===== src/rtl/multicycle_seq_pkg.sv =====
// Shared definitions for the miniLA multi-cycle phase sequencer.
//   state_e : instruction phase encoding. The values are visible on the debug LEDs,
//             so they must stay fixed: IF=0, ID=1, EX=2, MEM=3, WB=4.
package multicycle_seq_pkg;

    typedef enum logic [2:0] {
        StIf  = 3'd0,
        StId  = 3'd1,
        StEx  = 3'd2,
        StMem = 3'd3,
        StWb  = 3'd4
    } state_e;

endpackage


===== src/rtl/multicycle_seq.sv =====
// Multi-cycle phase sequencer: steps each instruction through IF/ID/EX/MEM/WB and
// handshakes with variable-latency IROM/DRAM.
// Ports:
//   cpu_clk, cpu_rst           clock; synchronous active-high reset
//   run                        keep fetching (0 = park in IF after current instruction)
//   is_load/is_store/is_branch instruction class flags from the decoder
//   wb_ena                     decoder write-back enable
//   irom_ack, dram_ack         memory acknowledges
//   irom_req, ir_we            fetch request / latch IR
//   dram_req, dram_we          data access request / request is a write
//   rf_we, pc_we, commit       register write, PC commit, retire pulse
//   state                      current phase (debug)
//   inst_cnt                   retired-instruction counter (wraps)
//   bus_err                    sticky request-timeout flag
module multicycle_seq
    import multicycle_seq_pkg::*;
#(
    parameter int unsigned CNT_W       = 32,
    parameter int unsigned MEM_TIMEOUT = 15
) (
    input  logic             cpu_clk,
    input  logic             cpu_rst,
    input  logic             run,
    input  logic             is_load,
    input  logic             is_store,
    input  logic             is_branch,
    input  logic             wb_ena,
    input  logic             irom_ack,
    input  logic             dram_ack,
    output logic             irom_req,
    output logic             ir_we,
    output logic             dram_req,
    output logic             dram_we,
    output logic             rf_we,
    output logic             pc_we,
    output logic             commit,
    output logic [2:0]       state,
    output logic [CNT_W-1:0] inst_cnt,
    output logic             bus_err
);

    localparam int unsigned WaitW = $clog2(MEM_TIMEOUT + 1);
    localparam logic [WaitW-1:0] WaitLast = WaitW'(MEM_TIMEOUT - 1);

    state_e             r_state;
    state_e             w_state_d;
    logic [WaitW-1:0]   r_wait;
    logic [WaitW-1:0]   w_wait_d;
    logic [CNT_W-1:0]   r_cnt;
    logic               r_bus_err;

    logic w_irom_req, w_ir_we, w_dram_req, w_dram_we;
    logic w_rf_we, w_pc_we, w_commit;
    logic w_waiting, w_timeout;

    always_comb begin
        w_state_d  = r_state;
        w_irom_req = 1'b0;
        w_ir_we    = 1'b0;
        w_dram_req = 1'b0;
        w_dram_we  = 1'b0;
        w_rf_we    = 1'b0;
        w_pc_we    = 1'b0;
        w_commit   = 1'b0;
        w_waiting  = 1'b0;
        w_timeout  = 1'b0;
        w_wait_d   = '0;

        unique case (r_state)
            StIf: begin
                w_irom_req = run & ~r_bus_err;
                if (w_irom_req && irom_ack) begin
                    w_ir_we   = 1'b1;
                    w_state_d = StId;
                end
            end
            StId: w_state_d = StEx;
            StEx: begin
                if (is_load || is_store) begin
                    w_state_d = StMem;
                end else if (is_branch || !wb_ena) begin
                    w_pc_we   = 1'b1;
                    w_commit  = 1'b1;
                    w_state_d = StIf;
                end else begin
                    w_state_d = StWb;
                end
            end
            StMem: begin
                w_dram_req = 1'b1;
                // Both flags set decodes as a load.
                w_dram_we  = is_store & ~is_load;
                if (dram_ack) begin
                    if (is_load) begin
                        w_state_d = StWb;
                    end else begin
                        w_pc_we   = 1'b1;
                        w_commit  = 1'b1;
                        w_state_d = StIf;
                    end
                end
            end
            StWb: begin
                w_rf_we   = wb_ena;
                w_pc_we   = 1'b1;
                w_commit  = 1'b1;
                w_state_d = StIf;
            end
            default: w_state_d = StIf;
        endcase

        // An ack in the timeout cycle wins because w_waiting requires ack=0.
        w_waiting = (w_irom_req & ~irom_ack) | (w_dram_req & ~dram_ack);
        w_timeout = w_waiting && (r_wait == WaitLast);
        if (w_timeout) begin
            w_state_d = StIf;
        end
        // A stall never changes state, so any non-stall cycle restarts the count.
        if (w_waiting && !w_timeout) begin
            w_wait_d = r_wait + 1'b1;
        end
    end

    always_ff @(posedge cpu_clk) begin
        if (cpu_rst) begin
            r_state   <= StIf;
            r_wait    <= '0;
            r_cnt     <= '0;
            r_bus_err <= 1'b0;
        end else begin
            r_state <= w_state_d;
            r_wait  <= w_wait_d;
            if (w_commit) begin
                r_cnt <= r_cnt + CNT_W'(1);
            end
            if (w_timeout) begin
                r_bus_err <= 1'b1;
            end
        end
    end

    // Strobes are forced low during the reset cycle so an abandoned access cannot commit.
    assign irom_req = w_irom_req & ~cpu_rst;
    assign ir_we    = w_ir_we    & ~cpu_rst;
    assign dram_req = w_dram_req & ~cpu_rst;
    assign dram_we  = w_dram_we  & ~cpu_rst;
    assign rf_we    = w_rf_we    & ~cpu_rst;
    assign pc_we    = w_pc_we    & ~cpu_rst;
    assign commit   = w_commit   & ~cpu_rst;
    assign state    = r_state;
    assign inst_cnt = r_cnt;
    assign bus_err  = r_bus_err;

endmodule


===== config.mk =====
export PLATFORM = sky130hd
export DESIGN_NAME = multicycle_seq
export DESIGN_NICKNAME = d
export VERILOG_FILES = /design/src/rtl/multicycle_seq_pkg.sv /design/src/rtl/multicycle_seq.sv
export SDC_FILE = /design/constraint.sdc
export NUM_CORES = 1
export LEC_CHECK = 0
export BUFFER_PORTS_ARGS = -buffer_cell sky130_fd_sc_hd__buf_2
export CAP_MARGIN = 20
export CORE_MARGIN = 8
export CORE_UTILIZATION = 31
export DETAILED_ROUTE_END_ITERATION = 10
export PLACE_DENSITY = 0.49
export SYNTH_ARGS = -nofsm -noshare
export SYNTH_HDL_FRONTEND = slang
export SYNTH_SLANG_ARGS = --single-unit

===== constraint.sdc =====
create_clock -name cpu_clk -period 2.6 [get_ports cpu_clk]
set_clock_uncertainty 0.1 [all_clocks]
set_input_delay 0.26 -clock cpu_clk [delete_from_list [all_inputs] [get_ports cpu_clk]]
set_output_delay 0.26 -clock cpu_clk [all_outputs]
set_load 0.1 [all_outputs]

## Yosys cells after proc, flatten, opt, wreduce, memory -nomap -nowiden

Cells that the tools add are included.

- Bits in registers: 40
- Input bits: 9
- Output and inout bits: 43
- Logic and storage cells: 58

- Add/sub/neg operators: 2
- Equality and inequality tests: 7
- Muxes and demuxes: 17
- Bitwise operators: 17
- Reductions and logical operators: 11

Operators with widths:

| operator | count |
|---|---|
| adder 32 x 1 -> 32 bit (second input constant) | 1 |
| 2-to-1 mux 3 bit | 5 |
| case mux 3 bit (4 select lines) | 1 |
| AND 1 bit | 10 |
| 2-to-1 mux 1 bit | 10 |
| equality test 3 x 2 -> 1 bit (second input constant) | 2 |
| inverter 1 bit | 6 |
| adder 4 x 1 -> 4 bit (second input constant) | 1 |
| equality test 4 bit (second input constant) | 1 |
| != test 2 bit (second input constant) | 2 |
| OR reduction 2 bit | 2 |
| equality test 3 x 1 -> 1 bit (second input constant) | 1 |
| equality test 3 bit (second input constant) | 1 |
| logical AND 1 bit | 3 |
| zero test 3 bit | 1 |
| case mux 1 bit (3 select lines) | 1 |
| zero test 1 bit | 2 |
| logical OR 1 bit | 2 |
| AND reduction 2 bit | 1 |
| OR 1 bit | 1 |

## Depth between registers and ports, before layout

- Depth after elaboration: 10
- Gate-level depth with buffers: 6

## Worst setup path before layout

No wires, ideal clock.

- Path kind: register to output
- Start: register r_state[0] (netlist: state[0])
- End: output ir_we
- Arrival time: 4526 ps
- Data required time: 2240 ps
- Slack: -2286 ps
- Cell stages (with the launch flop): 5
- Path buffers: 1
- Path through: dfxtp_1 -> buf_2 -> or4b_1 -> nor3_1 -> and2_1

- Word-level cells in the longest chain between the ends: 3

RTL lines:

| item | line | RTL |
|---|---|---|
| from (decl) | multicycle_seq.sv:45 | `state_e r_state;` |
| from (signal assigned) | multicycle_seq.sv:126 | `r_state <= StIf;` |
| from (signal assigned) | multicycle_seq.sv:131 | `r_state <= w_state_d;` |
| zero test 3 bit | multicycle_seq.sv:69 | `unique case (r_state)` |
| 2-to-1 mux 1 bit | multicycle_seq.sv:69 |  |
| AND 1 bit | multicycle_seq.sv:144 | `assign ir_we = w_ir_we & ~cpu_rst;` |
| to (decl) | multicycle_seq.sv:31 | `output logic ir_we,` |

No other way between the ends.

## Final worst setup path

- Start: register r_state[2] (netlist: state[2])
- End: output commit

- Word-level cells in the longest chain between the ends: 3
- Elaborated cells on any way between the ends: 5

RTL lines:

| item | line | RTL |
|---|---|---|
| equality test 3 bit / equality test 3 x 2 -> 1 bit (equally long branches) | multicycle_seq.sv:69 |  |
| case mux 1 bit (3 select lines) (*) | multicycle_seq.sv:69 |  |
| AND 1 bit (*) | multicycle_seq.sv:149 | `assign commit = w_commit & ~cpu_rst;` |
| to (decl) | multicycle_seq.sv:36 | `output logic commit,` |

Every way passes the cells marked *; elsewhere a longest branch is shown, timed or not.

==> metrics list <==
- Rows: 32
* Worst hold path type: in2reg
- The tree is rooted in a sky130_fd_sc_hd__clkbuf_8.
- After detailed placement, the design holds a cell count of 411.
- Floorplan Core Area: between 7000 and 8000 sq um
* Result of the run: finished, final reports clean
- Area overhead of the layout relative to synthesis: 23.8%
- After synthesis, the share of flip-flops with an asynchronous set or reset is 0%.
* Overall overflow remaining after global route: 0
* Clock input transition at the sequential cells of the worst setup and hold paths: 80 ps
* Required @ worst endpoint: 2240 ps
- The completed layout was analyzed and its total power is 1.25 mW.
- The number of nets handed over by synthesis was 284.
- Fin nets: 328
- Slowest-stage cell, CP: sky130_fd_sc_hd__dfxtp_4
- Area contributors post-synth: sky130_fd_sc_hd__dfxtp_1 33%, sky130_fd_sc_hd__mux2_1 8.7%, sky130_fd_sc_hd__nor2b_1 6.4%
* Final Setup Violations: 0
* IO Port Bufs: slightly above 50
- The first TritonRoute pass finished after 4 iterations.
- Max Fanout on Critical Path: 9
- The filler cells instantiated in the layout total between 800 and 900.
* Detailed-route DRC error count: 0
* Clock latency at the later pin of the worst-skew pair: roughly 300 ps
- Slew HR: 58.6%
- In this run, post-CTS hold repair placed 0 buffers.
* Weighted congestion at the end of routability-driven global placement: slightly above 0.7
- The die is about 100 microns tall.
- The share of the Yosys chip area taken by registers is 32.6%.
- The first routing iteration left 133 violations.
- The worst setup path is launched from a flip-flop.
- The cell area that synthesis handed to floorplanning was 2450 sq um.
- Setup repair bufs after CTS: 0
- Gate count of the mapped netlist: 272
- Counting flops with a built-in enable in the synthesized netlist gives 0.
* Sum of negative setup slack: 0 ps
- Type of the worst setup path: reg2out
- # Max-Cap Violations: 0
- Slew @ Worst Pin: 620 ps
- In this run the mean area of a mapped cell was about 9 sq um.
- Detailed routing inserted a total of 2145 vias.
- Counting along the longest clock path gives a buffer depth of 2.
* Highest clock rate: about 420 MHz
* Yosys top cell by area: sky130_fd_sc_hd__dfxtp_1
- Number of global-route vias before repair: 2100
- Ranked by instance count, the synthesized netlist is headed by 40 x sky130_fd_sc_hd__dfxtp_1, 40 x sky130_fd_sc_hd__nor2_1, 25 x sky130_fd_sc_hd__nor2b_1.
- Wires add up to 6420 microns.
- Most common cell on crit path: sky130_fd_sc_hd__buf_4
- The die is 105 microns wide.
- Fraction of the cycle the final worst path needs: 92.2%
- Area of the die: 11000 sq um
- Minimum clock period: 2400 ps
- After synthesis the netlist holds a flip-flop and latch count of 40.
- Number of synthesis warnings: 0
- Power Dens Cells: 412 nW/um^2
- Of the cells placed in the final design, the portion with a size suffix greater than 1 is 38.2%.
* Final Hold Violating Endpoints: 0
- The count of nets left with antenna violations once routing finished came out at 0.
- Detailed placement finished with a half-perimeter wire length of around 4800 microns.
- In this design, the stage delay of the slowest critical-path cell is 410 ps.
* Number of I/O pins: 52
* RSZ-0062 raised after global routing: false
- In this run the number of H-tree levels came out at 2.
- The number of antenna violations at the first check in global routing came to 0.
- Clock tree from TritonCTS: yes
- Slew Viols, Final: 0
* Largest voltage drop on the vdd net: between 0.0002 and 0.00025 V
* Vias per cell: 5.12
* Cell-by-cell listing of the critical path: nor3b_1 > buf_4 > a31oi_4 > buf_4 > a21oi_4 > buf_12
* Clock buffer count from CTS: 5
* Most common flop cell mapped by yosys: sky130_fd_sc_hd__dfxtp_1
* Combined global-route utilization of all metal layers: 11.9%
* Post-cts repair resize count: 0
* Leakage Power: ~1.2 nW
- Count of placed standard cells in the final layout, fillers left out: 419
* CP endpoint kind: output pin
- The clock drives 40 sinks.
- The share of synthesized area in the top cell type comes to ~33%.
* Post-synth cell types: 48
- In the final routed layout, each cell accounts on average for 15.3 microns.
- Data on the critical path arrives at its endpoint at 2040 ps.
* First-pass GRT wire length: about 11000 microns
- Antenna diode instance count: 0
* Maximum number of pins on one net before global-route repair: 28
- Once the floorplan was initialized, standard cells occupied 31.9% of the core.
## worst max-delay path, delay by kind of cell (launching register included)
| family | cells | cell delay (ps) |
|---|---|---|
| simple gates | 1 | 370 |
| compound gates | 2 | 300 |
| buf+inv | 3 | 660 |
| flops | 1 | 410 |
## flip-flops by register name, indices dropped and copies added (netlist names)
signal	flops
bus_err	1
inst_cnt	32
r_wait	4
state	3
## placed cells by master (no fill, tap or decap), types with 2 or more instances in the layout
cell type / netlist / final
sky130_fd_sc_hd__mux2_2: 10 / 10
sky130_fd_sc_hd__nor2_1: 40 / 40
sky130_fd_sc_hd__and4_1: 7 / 7
sky130_fd_sc_hd__clkbuf_8: 0 / 5
sky130_fd_sc_hd__a21oi_1: 11 / 10
sky130_fd_sc_hd__dfxtp_2: 0 / 17
sky130_fd_sc_hd__mux2_1: 19 / 19
sky130_fd_sc_hd__nor3_1: 4 / 3
sky130_fd_sc_hd__nand3_1: 13 / 13
sky130_fd_sc_hd__inv_1: 5 / 5
sky130_fd_sc_hd__a2111oi_2: 10 / 10
sky130_fd_sc_hd__a31o_2: 2 / 2
sky130_fd_sc_hd__a211oi_1: 7 / 7
sky130_fd_sc_hd__buf_2: 7 / 49
sky130_fd_sc_hd__buf_12: 0 / 3
sky130_fd_sc_hd__nor3b_1: 2 / 2
sky130_fd_sc_hd__ha_1: 3 / 3
sky130_fd_sc_hd__buf_4: 2 / 6
sky130_fd_sc_hd__a2111oi_4: 3 / 3
sky130_fd_sc_hd__nand2_1: 13 / 13
sky130_fd_sc_hd__dfxtp_1: 40 / 20
sky130_fd_sc_hd__a2111oi_0: 2 / 2
sky130_fd_sc_hd__o32a_1: 2 / 2
sky130_fd_sc_hd__nand4_1: 7 / 7
sky130_fd_sc_hd__nor2b_1: 25 / 25
sky130_fd_sc_hd__dfxtp_4: 0 / 3
sky130_fd_sc_hd__nor4_1: 2 / 2
## metrics by stage
| step | instance area (sq um) | utilization (%) | hold slack, ps | worst slack (ps) |
|---|---|---|---|---|
| floorplan | 2570 | - | 330 | -229 |
| global placement | 2930 | 38.1 | 347 | 350 |
| detailed placement | 2930 | 38.1 | 354 | 349 |
| CTS | 3040 | 39.5 | 229 | 190 |
| global route | 3040 | 39.5 | 257 | 63.2 |
| finish | 3040 | 39.5 | 238 | 202 |
## layout make-up
type | instances | area [sq um] | share of cell area [%]
multi-input combinational | 206 | 1600 | 52.7
tap | 102 | 128 | 4.20
clock inverter | 2 | 35.0 | 1.15
inverter | 5 | 18.8 | 0.618
clock buffer | 6 | 72.6 | 2.39
sequential | 40 | 833 | 27.4
timing repair buffer | 58 | 350 | 11.5
## layer usage
layer,routed length (microns),vias up,global-route usage (%)
li1,-,1078,-
met1,3050,1022,15.1
met2,2990,37,19.0
met3,281,8,2.83
met4,95,0,4.18
met5,0,-,0
## cell families after synthesis
kind of cell / count (synthesis) / synth area share, %
and+or+nand+nor: 126 / 28.1
AOI/OAI and AO/OA: 46 / 19.1
DFF: 40 / 32.6
muxes: 29 / 13.3
buffers and inverters: 26 / 4.64
adders and majority gates: 3 / 1.53
xor gates and xnor gates: 2 / 0.714
## power breakdown
| group | switching [mW] | internal [mW] | leakage [nW] |
|---|---|---|---|
| clock | 0.225 | 0.285 | 0.0552 |
| sequential | 0.00739 | 0.614 | 0.333 |
| combinational | 0.0849 | 0.0348 | 0.832 |
## path summary, 6_finish.rpt
path                              start                   endpoint  slack [ps]  cells past startpoint
setup / recovery  state[2]$_SDFFE_PP0P_                     commit         200                      6
hold / removal                 dram_ack      state[0]$_SDFFE_PP0P_         240                      3
setup reg to reg  state[2]$_SDFFE_PP0P_  inst_cnt[15]$_SDFFE_PP0P_         330                      4
hold reg to reg    r_wait[0]$_SDFF_PP0_       r_wait[0]$_SDFF_PP0_         370                      1
(Power assumes the default switching activity.)
